**src/rtl/jtcps1_gfx_bankmap.sv**
```systemverilog
// jtcps1_gfx_bankmap
//   Table-driven graphics ROM bank mapper for the CPS1 tile/sprite fetch path.
//   A lookup (layer, tile code) is compared against ENTRIES programmable ranges.
//   The lowest-index matching entry picks one of BANKS offset/mask pairs, which
//   is returned to the ROM address generator. The datapath is a two-stage
//   pipeline with valid/ready handshakes on both sides.
//
// Ports
//   clk, rst_n            clock, asynchronous active-low reset
//   prog_we/addr/data     range table byte writes, addr = {entry, byte}
//   bank_offset/mask      packed per-bank offset/mask, bank k at [k*OW +: OW]
//   lu_req/ready/layer/code  lookup request side
//   out_valid/ready/offset/mask/hit  result side
//
// Optional feature (define JTCPS1_BANKMAP_MISS_EN)
//   miss_cnt   saturating count of consumed results with out_hit=0
//   miss_flag  sticky, set by any consumed miss
//   Both are cleared by reset or by any prog_we write.
//
// Entry byte layout
//   0: bit7 valid, bits[LAYERS-1:0] layer enable
//   1-2: code_lo (LE), 3-4: code_hi (LE), 5: bank index [3:0], 6-7 ignored

module jtcps1_gfx_bankmap #(
  parameter int unsigned BANKS   = 4,
  parameter int unsigned ENTRIES = 8,
  parameter int unsigned CW      = 10,
  parameter int unsigned LAYERS  = 5,
  parameter int unsigned OW      = 4
) (
  input  logic                         clk,
  input  logic                         rst_n,
  input  logic                         prog_we,
  input  logic [$clog2(ENTRIES)+2:0]   prog_addr,
  input  logic [7:0]                   prog_data,
  input  logic [BANKS*OW-1:0]          bank_offset,
  input  logic [BANKS*OW-1:0]          bank_mask,
  input  logic                         lu_req,
  output logic                         lu_ready,
  input  logic [2:0]                   lu_layer,
  input  logic [CW-1:0]                lu_code,
  output logic                         out_valid,
  input  logic                         out_ready,
  output logic [OW-1:0]                out_offset,
  output logic [OW-1:0]                out_mask,
  output logic                         out_hit
`ifdef JTCPS1_BANKMAP_MISS_EN
  ,
  output logic [15:0]                  miss_cnt,
  output logic                         miss_flag
`endif
);

  localparam int unsigned EW = $clog2(ENTRIES);

  // Range table
  logic [ENTRIES-1:0] r_valid;
  logic [LAYERS-1:0]  r_lmask [ENTRIES];
  logic [CW-1:0]      r_lo    [ENTRIES];
  logic [CW-1:0]      r_hi    [ENTRIES];
  logic [3:0]         r_bank  [ENTRIES];

  logic [EW-1:0]      w_wr_entry;
  logic [2:0]         w_wr_byte;

  assign w_wr_entry = prog_addr[EW+2:3];
  assign w_wr_byte  = prog_addr[2:0];

  // Code bits at or above CW are dropped; bit b of a 16-bit code lives in
  // byte (b / 8) of its little-endian pair, at position b % 8.
  always_ff @(posedge clk or negedge rst_n) begin
    if (!rst_n) begin
      r_valid <= '0;
      for (int unsigned e = 0; e < ENTRIES; e++) begin
        r_lmask[e] <= '0;
        r_lo[e]    <= '0;
        r_hi[e]    <= '0;
        r_bank[e]  <= '0;
      end
    end else if (prog_we) begin
      case (w_wr_byte)
        3'd0: begin
          r_valid[w_wr_entry] <= prog_data[7];
          r_lmask[w_wr_entry] <= prog_data[LAYERS-1:0];
        end
        3'd1: begin
          for (int b = 0; b < int'(CW); b++) begin
            if (b < 8) r_lo[w_wr_entry][b] <= prog_data[b % 8];
          end
        end
        3'd2: begin
          for (int b = 0; b < int'(CW); b++) begin
            if (b >= 8) r_lo[w_wr_entry][b] <= prog_data[b % 8];
          end
        end
        3'd3: begin
          for (int b = 0; b < int'(CW); b++) begin
            if (b < 8) r_hi[w_wr_entry][b] <= prog_data[b % 8];
          end
        end
        3'd4: begin
          for (int b = 0; b < int'(CW); b++) begin
            if (b >= 8) r_hi[w_wr_entry][b] <= prog_data[b % 8];
          end
        end
        3'd5: r_bank[w_wr_entry] <= prog_data[3:0];
        default: ;
      endcase
    end
  end

  // Layer masks zero-extended to 8 bits so any 3-bit layer code can index
  // them; layer codes >= LAYERS land on zero bits and never match.
  logic [7:0] w_lmask_pad [ENTRIES];

  for (genvar g = 0; g < ENTRIES; g++) begin : g_lmask
    assign w_lmask_pad[g] = 8'(r_lmask[g]);
  end

  logic [ENTRIES-1:0] w_match;
  logic               w_hit;
  logic [3:0]         w_bank;

  always_comb begin
    w_match = '0;
    for (int unsigned e = 0; e < ENTRIES; e++) begin
      w_match[e] = r_valid[e] && w_lmask_pad[e][lu_layer] &&
                   (r_lo[e] <= lu_code) && (lu_code <= r_hi[e]);
    end
  end

  // Scan from the top so the lowest matching index is assigned last.
  always_comb begin
    w_hit  = 1'b0;
    w_bank = '0;
    for (int e = int'(ENTRIES) - 1; e >= 0; e--) begin
      if (w_match[e]) begin
        w_hit  = 1'b1;
        w_bank = r_bank[e];
      end
    end
  end

  // Pipeline control
  logic       r_s1_full;
  logic       r_s1_hit;
  logic [3:0] r_s1_bank;
  logic       r_s2_full;
  logic [OW-1:0] r_out_offset;
  logic [OW-1:0] r_out_mask;
  logic       r_out_hit;
  logic       w_s2_free;

  assign w_s2_free = ~r_s2_full | out_ready;
  // Stage 1 can take a new lookup when empty or when it drains into stage 2.
  assign lu_ready  = ~r_s1_full | w_s2_free;

  always_ff @(posedge clk or negedge rst_n) begin
    if (!rst_n) begin
      r_s1_full <= 1'b0;
      r_s1_hit  <= 1'b0;
      r_s1_bank <= '0;
    end else if (lu_ready) begin
      r_s1_full <= lu_req;
      if (lu_req) begin
        r_s1_hit  <= w_hit;
        r_s1_bank <= w_bank;
      end
    end
  end

  // Bank select; an out-of-range bank index is a hit with default values.
  logic [OW-1:0] w_offset;
  logic [OW-1:0] w_mask;

  always_comb begin
    w_offset = '0;
    w_mask   = '1;
    if (r_s1_hit) begin
      for (int unsigned k = 0; k < BANKS; k++) begin
        if (r_s1_bank == 4'(k)) begin
          w_offset = bank_offset[k*OW +: OW];
          w_mask   = bank_mask[k*OW +: OW];
        end
      end
    end
  end

  always_ff @(posedge clk or negedge rst_n) begin
    if (!rst_n) begin
      r_s2_full    <= 1'b0;
      r_out_offset <= '0;
      r_out_mask   <= '1;
      r_out_hit    <= 1'b0;
    end else if (w_s2_free) begin
      r_s2_full <= r_s1_full;
      if (r_s1_full) begin
        r_out_offset <= w_offset;
        r_out_mask   <= w_mask;
        r_out_hit    <= r_s1_hit;
      end
    end
  end

  assign out_valid  = r_s2_full;
  assign out_offset = r_out_offset;
  assign out_mask   = r_out_mask;
  assign out_hit    = r_out_hit;

`ifdef JTCPS1_BANKMAP_MISS_EN
  logic [15:0] r_miss_cnt;
  logic        r_miss_flag;
  logic        w_miss_take;

  assign w_miss_take = r_s2_full & out_ready & ~r_out_hit;

  always_ff @(posedge clk or negedge rst_n) begin
    if (!rst_n) begin
      r_miss_cnt  <= '0;
      r_miss_flag <= 1'b0;
    end else if (prog_we) begin
      r_miss_cnt  <= '0;
      r_miss_flag <= 1'b0;
    end else if (w_miss_take) begin
      r_miss_flag <= 1'b1;
      if (r_miss_cnt != 16'hFFFF) r_miss_cnt <= r_miss_cnt + 16'd1;
    end
  end

  assign miss_cnt  = r_miss_cnt;
  assign miss_flag = r_miss_flag;
`endif

endmodule

```
**config.mk**
```make
export PLATFORM = sky130hd
export DESIGN_NAME = jtcps1_gfx_bankmap
export DESIGN_NICKNAME = d
export VERILOG_FILES = /design/src/rtl/jtcps1_gfx_bankmap.sv
export SDC_FILE = /design/constraint.sdc
export NUM_CORES = 1
export LEC_CHECK = 0
export BUFFER_PORTS_ARGS = -buffer_cell sky130_fd_sc_hd__buf_2
export CAP_MARGIN = 20
export CORE_MARGIN = 5
export CORE_UTILIZATION = 40
export DETAILED_ROUTE_END_ITERATION = 12
export HOLD_SLACK_MARGIN = 0.02
export SLEW_MARGIN = 20
export SYNTH_ARGS = -nofsm -noshare
export SYNTH_HDL_FRONTEND = slang
export SYNTH_SLANG_ARGS = --single-unit
```
**constraint.sdc**
```tcl
create_clock -name clk -period 5.9 [get_ports clk]
set_clock_uncertainty 0.2 [all_clocks]
set_input_delay 1.18 -clock clk [delete_from_list [all_inputs] [get_ports clk]]
set_output_delay 1.18 -clock clk [all_outputs]
set_load 0.005 [all_outputs]
```
==> results.cfg <==
[status]
outcome = complete, no violations

[power_and_ir_drop]
powerDensity_nw_per_um2 = 300.8
p_sw_share_pct = 28.15
p_clk_share_pct = 36.8
power_frac_seq_pct = 43.9
switching_power_w = 0.001373
peakVddDrop_v = 0.0002143
internal-power_w = 0.003504
leakagePower_nw = 7.839
power_frac_comb_pct = 19.3

[grt]
grt_pass1_vias = 10430
antenna_found_initial = 4
grt_pass1_wl_um = 58260
grt_max_degree = 120
grtUsageTotal_pct = 18.43
grt-ovfl-total = 0

[synth]
synthFlopType = dfrtp_1
synth_compound_area_share_pct = 9.766
synth_top_family_by_area = multiplexers
synthAdderAreaFrac_pct = 13.90
synthCells = 1312
synth_warnings = 0
ys_types = 63
synth_area_leader_cell = dfrtp_1
syn_area_um2 = 14400
synth-edff-count = 0
yosysSeqAreaShare_pct = 44.52
synth_fp_nets = 1536
synthMuxAreaShare_pct = 17.55
syn_area_per_cell_um2 = 10.98
synth_area_leaders = dfrtp_1 (44%), mux2_2 (15%), ha_1 (14%)
yosys.area_share.simple_pct = 9.879
async_flop_share_pct = 100.0
ys_ff_latch = 256
synth_top_area_share_pct = 43.79
synth_xor_area_share_pct = 0

[detailed_routing]
firstDrtPassIters = 4
vias_per_cell = 5.419
drcViolationCount = 0
route.detailed.wl_per_inst_um = 19.83
drtAntennaViolNets = 0
vias = 10120
drt_wl_total_um = 37030
wl_met3_um = 1279
wl_met1_um = 16920
route.met2.wl_um = 18060
highest_layer = met5
initialDrtViolationCount = 561

[run]
cap_violations = 0

[placed_design]
gp_congestion = 0.8571
place_area_um2 = 15260
dp_hpwl_um = 26580
port_buffers = 74

[floorplanning]
rows = 69
coreArea_um2 = 35570
ios = 75
die_w_um = 199.7
dieArea_um2 = 39890
start_util_pct = 40.48
fp.dieH_um = 199.7

[clocking]
htreeDepth = 1
clk_latency_ns = 0.55
clk_pin_slew_ns = 0.06
cts_sinks = 256
cts_buffers = 29
hold_buffers = 0
cts_tree = done
postCtsSetupRepairBufs = 0
ctsRootBufferMaster = clkbuf_16
clockBufferDepth = 3
cts_resized = 0

[sta]
fin_tns_setup_ns = 0
setup_viol = 0
finalCritPeriodShare_pct = 69.33
hold_viol = 0
max_freq_mhz = 244.5
rsz0062_at_grt = no
min_period_ns = 4.091
slew_headroom_pct = 33.94
drv_slew = 0
worst_pin_slew_ns = 0.9873

[layout]
layout_common_cells = dfrtp_1 (252), mux2_2 (193), ha_1 (160)
final_common_cell = dfrtp_1
design_area_um2 = 16220
seqCellArea_um2 = 6411
multi_input_area_um2 = 7366
drive_gt1_share_pct = 24.77
num-fill-cells = 3326
nets = 1608
area_delta_synth_final_pct = 12.63

[critical_path]
path_class = primary input to register
worst_r2r_endpoint = r_s1_bank[0]$_DFFE_PN0P_
r2r-start = r_lo[7]$_DFFE_PN0P_
arrival_ns = 4.37
reg2reg_depth = 8
crit_required_ns = 6.18
r2r_setup_slack_ns = 2.59
critPathLaunch = lu_code[7]
path_max_fanout = 9
critPathLaunchType = primary input
cp-end-kind = register

[min_path]
min_to = out_offset[1]$_DFFE_PN0P_
whs_path_depth = 2
worstHoldStart = out_offset[1]$_DFFE_PN0P_
hold_class = register to register
-- kinds of logic after synthesis --
family          after synthesis
simple gates                305
flops                       256
compound gates              216
mux                         212
buf+inv                     163
fa+ha+maj                   160
-- through the flow --
step	utilization, %	worst slack, ns	total power [W]	hold WS [ns]	cells
finish	45.60	1.810	0.004878	0.2738	1867
global route	45.59	1.578	0.005145	0.2959	1866
CTS	45.57	1.814	0.004931	0.2817	1866
detailed placement	42.90	1.241	0.003118	0.2670	1814
global placement	42.90	1.334	0.003074	0.2601	1814
floorplan	-	2.397	0.002781	0.2611	1312
-- area by class of cell --
type / instances / area share, %
diodes: 1 / 0.01543
clock buffers: 42 / 5.146
clock inverters: 10 / 0.7020
inverters: 122 / 2.839
multi-input cells: 893 / 45.42
flip-flops and latches: 256 / 39.53
well taps: 461 / 3.557
repair buffers: 82 / 2.793
-- power by group through the flow --
| stage | Clock, W | Sequential (W) | Combinational (W) |
|---|---|---|---|
| final | 0.00179 | 0.00214 | 0.000941 |
| after global routing | 0.00190 | 0.00217 | 0.00107 |
| after CTS | 0.00184 | 0.00214 | 0.000952 |
| after detailed placement | 0 | 0.00217 | 0.000946 |
| after global placement | 0 | 0.00216 | 0.000909 |
| after floorplan | 0 | 0.00212 | 0.000658 |
-- metal layers --
metal / GRT usage [%] / vias up
met5: 0 / -
met4: 3.975 / 6
met3: 2.652 / 55
met2: 31.19 / 152
met1: 25.41 / 5060
li1: - / 4844
-- cell usage after synthesis (4+ instances only) --
cell type  instances
mux4_2            13
a31oi_1            4
a21o_1            15
o22a_1             6
mux2_2           193
nand2b_1          13
nor3b_1            4
nor3_1            10
nor4_1             4
nand3_1           24
dfstp_2            4
o21ai_1            4
inv_1            121
o21ai_0           76
buf_2              4
dfrtp_1          252
a211oi_1          19
clkbuf_1          34
nor2_1            59
nor2b_1            5
and3_1             7
o21a_1             6
a2111oi_0          4
ha_1             160
nand4_1           34
a21oi_1           40
nand3b_1           4
nand2_1          128
mux2i_1            5
o211ai_1           9
-- how the worst max path moves through the flow --
stage	slack, ns	depth (start not counted)	to
after floorplan	2.40	9	r_s1_bank[1]$_DFFE_PN0P_
after global placement	1.33	10	r_s1_bank[0]$_DFFE_PN0P_
after detailed placement	1.24	10	r_s1_bank[0]$_DFFE_PN0P_
after CTS	1.81	10	r_s1_bank[0]$_DFFE_PN0P_
after global routing	1.58	10	r_s1_bank[0]$_DFFE_PN0P_
final	1.81	10	r_s1_bank[0]$_DFFE_PN0P_
-- worst max-delay path, cell delays in order --
cell       delay (ns)
buf_2            0.23
inv_1            0.25
ha_1             0.37
a211oi_1         0.25
nor2_1           0.09
o41ai_1          0.74
o2111ai_1        0.39
or3b_1           0.44
a311oi_1         0.29
a211o_1          0.14
-- registers in the layout, summed over array words and instances (netlist names) --
name        cells
out_hit         1
out_mask        4
out_offset      4
out_valid       1
r_bank         32
r_hi           80
r_lmask        40
r_lo           80
r_s1_bank       4
r_s1_full       1
r_s1_hit        1
r_valid         8
Power figures use the tool's default switching activity.
